$ cat src/rtl/xbar_rx_collector.sv
// Crossbar receive collector: per-port serial framers assemble {header,payload}
// pairs; once every port has one, the combined vector is queued in a FWFT FIFO.

module xbar_rx_lane #(
  parameter int PW = 8
) (
  input  logic          clk,
  input  logic          rst,
  input  logic          clk10,
  input  logic          serial_in,
  input  logic          push,
  output logic          done_set,
  output logic [2*PW-1:0] vec_nxt,
  output logic          ferr
);
  localparam int CW = (PW > 1) ? $clog2(PW) : 1;

  typedef enum logic [1:0] {S_IDLE, S_DATA, S_STOP} state_t;

  state_t          state_q, state_d;
  logic [CW-1:0]   cnt_q, cnt_d;
  logic [PW-1:0]   sh_q, sh_d;
  logic [PW-1:0]   hdr_q, hdr_d;
  logic [2*PW-1:0] vec_q, vec_d;
  logic            phase_q, phase_d;
  logic            done_q, done_d;
  logic            ferr_q, ferr_d;

  always_comb begin
    state_d  = state_q;
    cnt_d    = cnt_q;
    sh_d     = sh_q;
    hdr_d    = hdr_q;
    vec_d    = vec_q;
    phase_d  = phase_q;
    done_set = done_q;
    ferr_d   = ferr_q;
    if (clk10) begin
      case (state_q)
        // A lane holding a finished pair waits for the push before listening again.
        S_IDLE: if (!done_q && !serial_in) begin
          state_d = S_DATA;
          cnt_d   = '0;
        end
        S_DATA: begin
          sh_d  = {serial_in, sh_q[PW-1:1]};
          cnt_d = cnt_q + 1'b1;
          if (cnt_q == CW'(PW-1)) state_d = S_STOP;
        end
        S_STOP: begin
          state_d = S_IDLE;
          if (serial_in) begin
            if (!phase_q) begin
              hdr_d   = sh_q;
              phase_d = 1'b1;
            end else begin
              vec_d    = {hdr_q, sh_q};
              done_set = 1'b1;
              phase_d  = 1'b0;
            end
          end else begin
            ferr_d  = 1'b1;
            phase_d = 1'b0;
          end
        end
        default: state_d = S_IDLE;
      endcase
    end
    done_d = done_set && !push;
  end

  assign vec_nxt = vec_d;
  assign ferr    = ferr_q;

  always_ff @(posedge clk or posedge rst) begin
    if (rst) begin
      state_q <= S_IDLE;
      cnt_q   <= '0;
      sh_q    <= '0;
      hdr_q   <= '0;
      vec_q   <= '0;
      phase_q <= 1'b0;
      done_q  <= 1'b0;
      ferr_q  <= 1'b0;
    end else begin
      state_q <= state_d;
      cnt_q   <= cnt_d;
      sh_q    <= sh_d;
      hdr_q   <= hdr_d;
      vec_q   <= vec_d;
      phase_q <= phase_d;
      done_q  <= done_d;
      ferr_q  <= ferr_d;
    end
  end
endmodule

module xbar_rx_collector #(
  parameter int PORTS        = 8,
  parameter int PACKET_WIDTH = 8,
  parameter int DEPTH        = 4
) (
  input  logic                            clk,
  input  logic                            rst,
  input  logic                            clk10,
  input  logic [PORTS-1:0]                serial_in,
  output logic [2*PORTS*PACKET_WIDTH-1:0] out_data,
  output logic                            out_valid,
  input  logic                            out_ready,
  output logic                            overflow_err,
  output logic [PORTS-1:0]                framing_err
);
  localparam int PW   = PACKET_WIDTH;
  localparam int VW   = 2*PORTS*PW;
  localparam int AW   = $clog2(DEPTH);
  localparam int CNTW = AW + 1;

  logic [PORTS-1:0]              done_set;
  logic [PORTS-1:0][2*PW-1:0]    vec_nxt;
  logic                          push;

  // Vector push is decided combinationally so the completing stop tick pushes on its own edge.
  assign push = &done_set;

  for (genvar i = 0; i < PORTS; i++) begin : g_lane
    xbar_rx_lane #(.PW(PW)) u_lane (
      .clk      (clk),
      .rst      (rst),
      .clk10    (clk10),
      .serial_in(serial_in[i]),
      .push     (push),
      .done_set (done_set[i]),
      .vec_nxt  (vec_nxt[i]),
      .ferr     (framing_err[i])
    );
  end

  logic [VW-1:0]   mem_q [DEPTH];
  logic [AW-1:0]   wptr_q, wptr_d, rptr_q, rptr_d;
  logic [CNTW-1:0] cnt_q, cnt_d;
  logic            ovf_q, ovf_d;
  logic            pop, full, wr_en;

  always_comb begin
    pop    = (cnt_q != '0) && out_ready;
    full   = (cnt_q == CNTW'(DEPTH));
    wr_en  = push && (!full || pop);
    ovf_d  = ovf_q || (push && full && !pop);
    wptr_d = wptr_q + AW'(wr_en);
    rptr_d = rptr_q + AW'(pop);
    cnt_d  = cnt_q + CNTW'(wr_en) - CNTW'(pop);
  end

  always_ff @(posedge clk) begin
    if (wr_en) mem_q[wptr_q] <= vec_nxt;
  end

  always_ff @(posedge clk or posedge rst) begin
    if (rst) begin
      wptr_q <= '0;
      rptr_q <= '0;
      cnt_q  <= '0;
      ovf_q  <= 1'b0;
    end else begin
      wptr_q <= wptr_d;
      rptr_q <= rptr_d;
      cnt_q  <= cnt_d;
      ovf_q  <= ovf_d;
    end
  end

  assign out_valid    = (cnt_q != '0);
  assign out_data     = out_valid ? mem_q[rptr_q] : '0;
  assign overflow_err = ovf_q;
endmodule

$ cat config.mk
export PLATFORM = sky130hd
export DESIGN_NAME = xbar_rx_collector
export DESIGN_NICKNAME = d
export VERILOG_FILES = /design/src/rtl/xbar_rx_collector.sv
export SDC_FILE = /design/constraint.sdc
export NUM_CORES = 1
export LEC_CHECK = 0
export ABC_AREA = 1
export CELL_PAD_IN_SITES_DETAIL_PLACEMENT = 0
export CELL_PAD_IN_SITES_GLOBAL_PLACEMENT = 2
export CORE_ASPECT_RATIO = 0.8
export CORE_MARGIN = 4
export CORE_UTILIZATION = 37
export DETAILED_ROUTE_END_ITERATION = 6
export MAX_ROUTING_LAYER = met4
export PLACE_DENSITY_LB_ADDON = 0.05
export SLEW_MARGIN = 20
export SYNTH_ARGS = -nofsm -noshare
export SYNTH_HDL_FRONTEND = slang
export SYNTH_SLANG_ARGS = --single-unit
$ cat constraint.sdc
create_clock -name clk -period 11.2 [get_ports clk]
set_input_delay 2.8 -clock clk [delete_from_list [all_inputs] [get_ports clk]]
set_output_delay 2.8 -clock clk [all_outputs]
set_load 0.01 [all_outputs]
==> results.ini, run 1 <==
[outcome]
status = finished, final reports clean

[synth]
synth.cell_area_mm2 = 0.0325
synth_top_area_frac = 0.474
yosysUniqueCellTypes = 39
yosys-top-cells-area = edfxtp_1, dfrtp_1, o21ai_0, nor2_1, nand2_1
syn-num-nets = 2742
synth_seq_area_share = 0.727
yosys.area.top_type = edfxtp_1
syn_avg_cell_area_um2 = 12.0
synth_cells = 2709
ys_ff_latch = 840
yosys_warnings = 0

[clock_tree]
cts_max_path_buffers = 3
cts_tree = yes
clockRootBuffer = clkbuf_16
cts.hold.buffers_added = 0
h-tree-depth = 3
post_cts_buffers = 0
clk_pin_slew_ns = 0.06
clk_latency_ns = 0.63
cts.sinks = 840
cts_buffers = 87
cts_resized = 0

[timing]
hold_viol = 0
rsz0062_at_grt = no
setup_viol = 0
finalCriticalPeriod_ns = 6.96
max_freq_mhz = 144
tns_ns = 0
finalClockSkew_ns = 0.0150
slew_viol_final = 0
fin_crit_sh = 0.621
fin_hold_ws_ns = 0.458
slew_headroom = 0.280
tightest_slew_ns = 1.08

[placed_design]
globalplace.congestion = 0.704
port-buffer-count = 149
placed_area_mm2 = 0.0350
dp_hpwl_um = 41500

[worst_setup_path]
crit_arrival_ns = 4.16
crit_start = rptr_q[0]$_DFF_PP0_
r2r-end = mem_q[3][47]$_DFFE_PP_
worstSetupPathType = flop to output pin
r2r_cells = 9
crit_end = out_data[69]
endpoint_kind = output pin
r2r_start = g_lane[6].u_lane.state_q[1]$_DFFE_PP0P_
crit_path_max_fanout = 147
r2r_slack_ns = 7.58
required_ns = 8.40
start_kind = flop

[grt]
grt_pass1_vias = 19900
track_usage = 0.173
grt_max_degree = 193
grt_pass1_wl_um = 121000
antenna_found_initial = 2
gr-total-overflow = 0

[layout]
drive_gt1_frac = 0.0844
utilization = 0.439
nNetsFinal = 2852
area_growth_pct = 16.9
stdcell_area_mm2 = 0.0379

[floorplan]
start_util = 0.376
dieWidth_um = 339
core_mm2 = 0.0864
dieArea_mm2 = 0.0926
pin_count = 150
placementRows = 96
die_h_um = 273

[hold_path]
hold_class = flop to flop

[drt]
routed_via_density = 4.88
avgRoutedWirePerCell_um = 19.3
antenna_left = 0
drt_wl_total_um = 77600
drc_errors = 0
dr_total_vias = 19600
dr.first_iter.drc_count = 1166
dr.pass1.iters = 5

[power_and_ir_drop]
worst_ir_drop_vdd_mv = 0.250
p_per_area_mw_per_mm2 = 264
p_total_mw = 10.0
p_leak_nw = 14.7

[job]
drv_cap = 0

-- power breakdown --
group	internal [mW]	leakage (nW)	switching (mW)
combinational	1.25	4.17	1.87
clock	1.77	1.44	1.17
sequential	3.71	9.10	0.244
total	6.73	14.7	3.29
-- critical path: stages, from the launching register on --
cell             delay (ns)
dfrtp_4                0.75
inv_8                  0.72
buf_4                  0.45
buf_16                 0.28
o21ai_0                0.16
a21oi_1                0.32
clkdlybuf4s50_1        0.61
-- routing by layer --
metal	part of all wire	vias up	track usage
met5	0	-	-
met4	0.016	0	0.0361
met3	0.033	107	0.0308
met2	0.47	247	0.276
met1	0.48	9762	0.235
li1	-	9523	-
-- through the flow --
step,setup slack (ns),std cells
after floorplan,3.69,2709
after detailed placement,4.36,3855
final,4.24,4021
after global routing,3.93,4020
after CTS,3.67,4017
after global placement,4.42,3855
-- how the worst min path moves through the flow --
stage                                      startpoint                                end  slack [ns]  cells after the start
global route        g_lane[2].u_lane.ferr$_DFFE_PP0P_  g_lane[2].u_lane.ferr$_DFFE_PP0P_        0.50                      1
CTS                 g_lane[2].u_lane.ferr$_DFFE_PP0P_  g_lane[2].u_lane.ferr$_DFFE_PP0P_        0.46                      1
detailed placement  g_lane[2].u_lane.ferr$_DFFE_PP0P_  g_lane[2].u_lane.ferr$_DFFE_PP0P_        0.45                      1
global placement    g_lane[2].u_lane.ferr$_DFFE_PP0P_  g_lane[2].u_lane.ferr$_DFFE_PP0P_        0.45                      1
finish              g_lane[2].u_lane.ferr$_DFFE_PP0P_  g_lane[2].u_lane.ferr$_DFFE_PP0P_        0.46                      1
floorplan           g_lane[0].u_lane.ferr$_DFFE_PP0P_  g_lane[0].u_lane.ferr$_DFFE_PP0P_        0.43                      1
-- sequential cells by signal, indices dropped and copies added (netlist names), 2 cells and up --
register,count
g_lane.u_lane.state_q,16
mem_q,512
g_lane.u_lane.ferr,8
g_lane.u_lane.sh_q,64
g_lane.u_lane.cnt_q,24
g_lane.u_lane.vec_q,128
g_lane.u_lane.done_q,8
rptr_q,2
g_lane.u_lane.hdr_q,64
wptr_q,2
g_lane.u_lane.phase_q,8
cnt_q,3
-- cells by family after synthesis --
group,synth area share
buf+inv,0.0367
compound gates,0.104
simple gates,0.100
flops,0.727
xor+xnor,0.000810
mux,0.0228
fa+ha+maj,0.00833
-- layout by cell type, fill, tap and decap left out, drive strengths merged, types with 2 or more instances in the layout --
cell type | netlist | layout
ha | 20 | 20
nand3 | 23 | 23
bufinv | 0 | 8
edfxtp | 512 | 512
a22oi | 5 | 5
nand2 | 262 | 262
mux2 | 64 | 64
o21ai | 500 | 500
clkinv | 1 | 18
mux2i | 2 | 2
buf | 52 | 18
o31ai | 6 | 6
nor2 | 532 | 532
a21o | 8 | 8
dfrtp | 328 | 328
xor2 | 2 | 2
inv | 148 | 151
clkbuf | 93 | 133
diode | 0 | 2
nand4 | 5 | 5
a21oi | 130 | 130
a21boi | 8 | 8
clkdlybuf4s50 | 0 | 148
o22ai | 2 | 2
-- layout make-up --
cell class / count / area (um^2)
diodes: 2 / 5.00
well taps: 1127 / 1410
repair buffers: 166 / 1730
multi-input cells: 1575 / 7700
clock buffers: 133 / 2570
clock inverters: 29 / 353
flip-flops and latches: 840 / 23600
inverters: 149 / 578
fillers: 7884 / 48400
-- cells in the mapped netlist (all sizes together) --
library cell	instances
buf	52
o31ai	6
a21boi	8
fa	1
o2111ai	1
nor2	532
o211ai	1
mux2i	2
inv	148
nor3	1
a22oi	5
ha	20
dfrtp	328
o21ai	500
xor2	2
mux2	64
clkbuf	93
a21oi	130
nand3	23
clkinv	1
edfxtp	512
nand4	5
xnor2	1
o22ai	2
a31oi	1
a21o	8
nand2	262
Note: power is estimated with default switching activity, not from simulation.
==> inputs of run 2 (changes only) <==
CORE_UTILIZATION = 41   (was 37)
clock period = 7.1 ns   (was 11.2 ns; I/O delays follow)
==> run 2 against run 1 <==
Clock-buffer cell count fell by 14. Clock skew rose by 0.0037 ns. Wire length fell by 2.3%. Setup slack got worse by 2.7 ns. Largest cell class unchanged. Sequential power rose by 56%. Final cell count fell by 2.4%. Combinational power rose by 60%. Global-route usage rose by 1.5 points. Power rose by 55%. Non-clock buffer count rose by 8. Clock power rose by 47%. Critical endpoint is now out_data[2]. Critical path depth fell by 1.
==> results.ini, run 2 (same netlist as run 1, synthesis figures left out) <==
[drt]
routed_via_density = 5.04
drc_errors = 0
antenna_left = 0
dr.pass1.iters = 5
avgRoutedWirePerCell_um = 19.3
dr_total_vias = 19800
dr.first_iter.drc_count = 1422
drt_wl_total_um = 75800

[clock_tree]
cts.sinks = 840
clk_pin_slew_ns = 0.07
clk_latency_ns = 0.64
clockRootBuffer = clkbuf_16
h-tree-depth = 3
cts.hold.buffers_added = 0
cts_max_path_buffers = 3
cts_resized = 0
post_cts_buffers = 0
cts_buffers = 86
cts_tree = yes

[layout]
largest_reg_flops = 512
fillers = 6856
drive_gt1_frac = 0.0835
area_growth_pct = 15.9
final_common_cell = nor2_1
mostFrequentLayoutCells = nor2_1, edfxtp_1, o21ai_0
utilization = 0.484
nNetsFinal = 2859
top_regs = mem_q: 512 flops, g_lane.u_lane.vec_q: 128 flops
top_register = mem_q
fin_cells = 3923

[timing]
setup_viol = 0
slew_viol_final = 0
hold_viol = 0
rsz0062_at_grt = no
max_freq_mhz = 180
tns_ns = 0
slew_headroom = 0.275
fin_crit_sh = 0.784
tightest_slew_ns = 1.09
finalCriticalPeriod_ns = 5.56
finalClockSkew_ns = 0.0187

[grt]
antenna_found_initial = 1
grt_max_degree = 140
grt_pass1_wl_um = 119000
gr-total-overflow = 0
grt_pass1_vias = 19500
track_usage = 0.188

[worst_setup_path]
crit_arrival_ns = 3.79
crit_end = out_data[2]
crit_path_max_fanout = 97
crit_buf_inv = 3
start_kind = flop
critical_path.top_delay_family = buffers and inverters
path_cells = inv_6 > buf_4 > o21ai_0 > a21oi_1 > clkdlybuf4s50_1
endpoint_kind = output pin
r2r_cells = 9
cpMaxStageDelayCell = dfrtp_4
r2r-end = mem_q[1][22]$_DFFE_PP_
r2r_start = g_lane[5].u_lane.state_q[1]$_DFFE_PP0P_
cpPeakStageDelay_ns = 0.72
worstSetupPathType = flop to output pin
r2r_slack_ns = 3.98
crit_start = rptr_q[0]$_DFF_PP0_
required_ns = 5.33
path_depth = 5

[placed_design]
dp.cells = 3761
port-buffer-count = 149
globalplace.congestion = 0.750
dp_hpwl_um = 43300

[floorplan]
start_util = 0.417
dieArea_mm2 = 0.0838
placementRows = 91
dieWidth_um = 323
die_h_um = 260
core_mm2 = 0.0778
pin_count = 150

[hold_path]
worstHoldStart = g_lane[3].u_lane.hdr_q[5]$_DFFE_PP0P_
hold_class = flop to flop

[power_and_ir_drop]
pwr-share-clk = 0.279
p_leak_nw = 14.6
pwr-share-comb = 0.321
internal_power_mw = 10.3
p_sw_frac = 0.334
p_per_area_mw_per_mm2 = 412
worst_ir_drop_vdd_mv = 0.254
switchingPower_mw = 5.18
power_frac_seq = 0.399

[job]
drv_cap = 0

[outcome]
status = finished, final reports clean

## run 2: power by group through the flow
stage | Sequential [mW] | Combinational [mW] | Clock (mW)
final | 6.18 | 4.98 | 4.33
after CTS | 6.19 | 5.11 | 4.46
after global placement | 6.27 | 5.03 | 0
after detailed placement | 6.28 | 5.08 | 0
after floorplan | 6.13 | 2.85 | 0
after global routing | 6.25 | 5.57 | 4.67
## run 2: final cells by class
class	instances	area [um^2]	area share
sequential	840	23600	0.627
multi-input combinational	1575	7700	0.205
clock buffer	119	2380	0.0633
timing repair buffer	174	1770	0.0472
tap	1023	1280	0.0340
inverter	149	573	0.0152
clock inverter	42	314	0.00835
antenna	1	2.50	0.0000665
## run 2: through the flow
| step | setup slack, ns | cell area (um^2) | hold slack [ns] | total power, mW |
|---|---|---|---|---|
| 2_1_floorplan | 0.613 | 32500 | 0.429 | 8.98 |
| 3_3_place_gp | 1.92 | 34900 | 0.462 | 11.3 |
| 3_5_place_dp | 1.89 | 34900 | 0.462 | 11.4 |
| 4_1_cts | 1.46 | 37600 | 0.480 | 15.8 |
| 5_1_grt | 1.34 | 37600 | 0.499 | 16.5 |
| 6_report | 1.54 | 37600 | 0.478 | 15.5 |
## run 2: routing by layer
layer | GRT usage | share of wire
met1 | 0.270 | 0.49
met2 | 0.288 | 0.46
met3 | 0.0274 | 0.034
met4 | 0.0415 | 0.015
met5 | - | 0
## run 2: worst min path at each step
stage                                                        to  slack [ns]  cells past startpoint
after global routing                     overflow_err$_DFF_PP0_        0.50                      2
after CTS                                overflow_err$_DFF_PP0_        0.48                      2
after global placement                   overflow_err$_DFF_PP0_        0.46                      2
after detailed placement                 overflow_err$_DFF_PP0_        0.46                      2
after floorplan               g_lane[0].u_lane.ferr$_DFFE_PP0P_        0.43                      1
final                     g_lane[3].u_lane.hdr_q[5]$_DFFE_PP0P_        0.48                      2
## run 2: worst min-delay path: cells and delay by family (launching register included)
kind / cells / cell delay, ns
flops: 1 / 0.34
simple gates: 1 / 0.05
compound gates: 1 / 0.05
==> inputs of run 3 (changes only) <==
CORE_UTILIZATION = 37   (was 41)
clock period = 4.9 ns   (was 7.1 ns; I/O delays follow)
==> run 3 against run 2 <==
Power is 49% higher. Setup slack worse by 1.2 ns. Critical path depth is 1 higher. Final cell count is 3.3% higher. Critical endpoint is now out_data[112].
==> results.ini, run 3 (same netlist as run 1, synthesis figures left out) <==
[outcome]
status = finished, final reports clean

[layout]
top_register = mem_q
area_growth_pct = 18.2
stdcell_area_mm2 = 0.0384
mostFrequentLayoutCells = nor2_1, edfxtp_1, o21ai_0
final_common_cell = nor2_1
largest_reg_flops = 512
top_regs = mem_q: 512 flops, g_lane.u_lane.vec_q: 128 flops
nNetsFinal = 2883
utilization = 0.444
drive_gt1_frac = 0.0937

[drt]
dr.first_iter.drc_count = 1224
dr_wl_met2_um = 36400
drt_wl_total_um = 78100
m1WireLength_um = 37300
drc_errors = 0
antenna_left = 0
routed_via_density = 4.91
met3_length_um = 2720
dr.pass1.iters = 4
avgRoutedWirePerCell_um = 19.3
top_layer = met4
dr_total_vias = 19900

[power_and_ir_drop]
p_total_mw = 23.1
worst_ir_drop_vdd_mv = 0.425
p_leak_nw = 14.9
p_per_area_mw_per_mm2 = 603

[placed_design]
globalplace.congestion = 0.735
dp_hpwl_um = 44300
placed_area_mm2 = 0.0354
port-buffer-count = 149

[worst_setup_path]
cpPeakStageDelay_ns = 0.75
critical_path.top_delay_family = buffers and inverters
cpMaxStageDelayCell = dfrtp_4
crit_buf_inv = 3
endpoint_kind = output pin
path_cells = inv_4 > buf_12 > nor2_1 > o21ai_0 > a21oi_1 > clkdlybuf4s50_1
crit_path_max_fanout = 44
required_ns = 3.67
worstSetupPathType = flop to output pin
start_kind = flop
crit_arrival_ns = 3.30

[clock_tree]
cts_max_path_buffers = 3
cts_buffers = 89
cts_tree = yes
clk_latency_ns = 0.64
post_cts_buffers = 0
cts.hold.buffers_added = 0
clockRootBuffer = clkbuf_16
h-tree-depth = 3
clk_pin_slew_ns = 0.06
cts_resized = 0
cts.sinks = 840

[timing]
fin_hold_ws_ns = 0.465
max_freq_mhz = 221
tightest_slew_ns = 0.880
finalClockSkew_ns = 0.0199
rsz0062_at_grt = no
slew_headroom = 0.413
finalCriticalPeriod_ns = 4.53
setup_viol = 0
fin_crit_sh = 0.924
slew_viol_final = 0
hold_viol = 0

[floorplan]
dieArea_mm2 = 0.0926
die_h_um = 273
core_mm2 = 0.0864
pin_count = 150
start_util = 0.376
placementRows = 96
dieWidth_um = 339

[grt]
grt_pass1_wl_um = 122000
gr-total-overflow = 0
track_usage = 0.175
antenna_found_initial = 2
grt_max_degree = 153
grt_pass1_vias = 20100

[hold_path]
hold_class = flop to flop

[job]
drv_cap = 0

run 3: cell types whose count changed in the layout (fill, tap and decap cells not counted), moves of 4 or more:
cell / delta
buf_12: +12
buf_4: +9
clkbuf_8: +8
clkinv_1: -7
bufinv_16: +5
clkbuf_16: +4
run 3: path summary, 6_finish.rpt:
path                                                          from                                    end  slack (ns)  cells past startpoint
max                                            rptr_q[1]$_DFF_PP0_                          out_data[112]        0.37                      6
min                              g_lane[4].u_lane.ferr$_DFFE_PP0P_      g_lane[4].u_lane.ferr$_DFFE_PP0P_        0.46                      1
max reg2reg                g_lane[5].u_lane.state_q[1]$_DFFE_PP0P_                 mem_q[3][85]$_DFFE_PP_        2.09                      9
min reg2reg                      g_lane[4].u_lane.ferr$_DFFE_PP0P_      g_lane[4].u_lane.ferr$_DFFE_PP0P_        0.46                      1
max in group asynchronous                                      rst  g_lane[7].u_lane.hdr_q[5]$_DFFE_PP0P_        3.09                      3
min in group asynchronous                                      rst    g_lane[3].u_lane.vec_q[6]$_DFF_PP0_        0.95                      2
run 3: power breakdown:
group          leakage (nW)  internal, mW  switching (mW)
Clock                  1.47          4.13            2.72
Combinational          4.35          2.94            4.40
Sequential             9.10          8.47           0.470
Total                  14.9          15.5            7.58
run 3: routing by layer:
layer | GRT usage | vias up
li1 | - | 9597
met4 | 0.0453 | 0
met5 | - | -
met1 | 0.237 | 9875
met3 | 0.0281 | 133
met2 | 0.277 | 306
run 3: metrics by stage:
stage               std cells  setup WS (ns)  setup TNS [ns]
floorplan                2709          -1.04         -761.73
global route             4053          0.147               0
global placement         3886          0.748               0
detailed placement       3886          0.697               0
finish                   4054          0.373               0
CTS                      4051          0.207               0
run 3: layout make-up:
class	count	area, um^2
clock buffer	131	2590
inverter	149	573
antenna	3	7.51
fill	7847	48000
sequential	840	23600
timing repair buffer	195	2080
clock inverter	34	400
multi-input combinational	1575	7700
tap	1127	1410
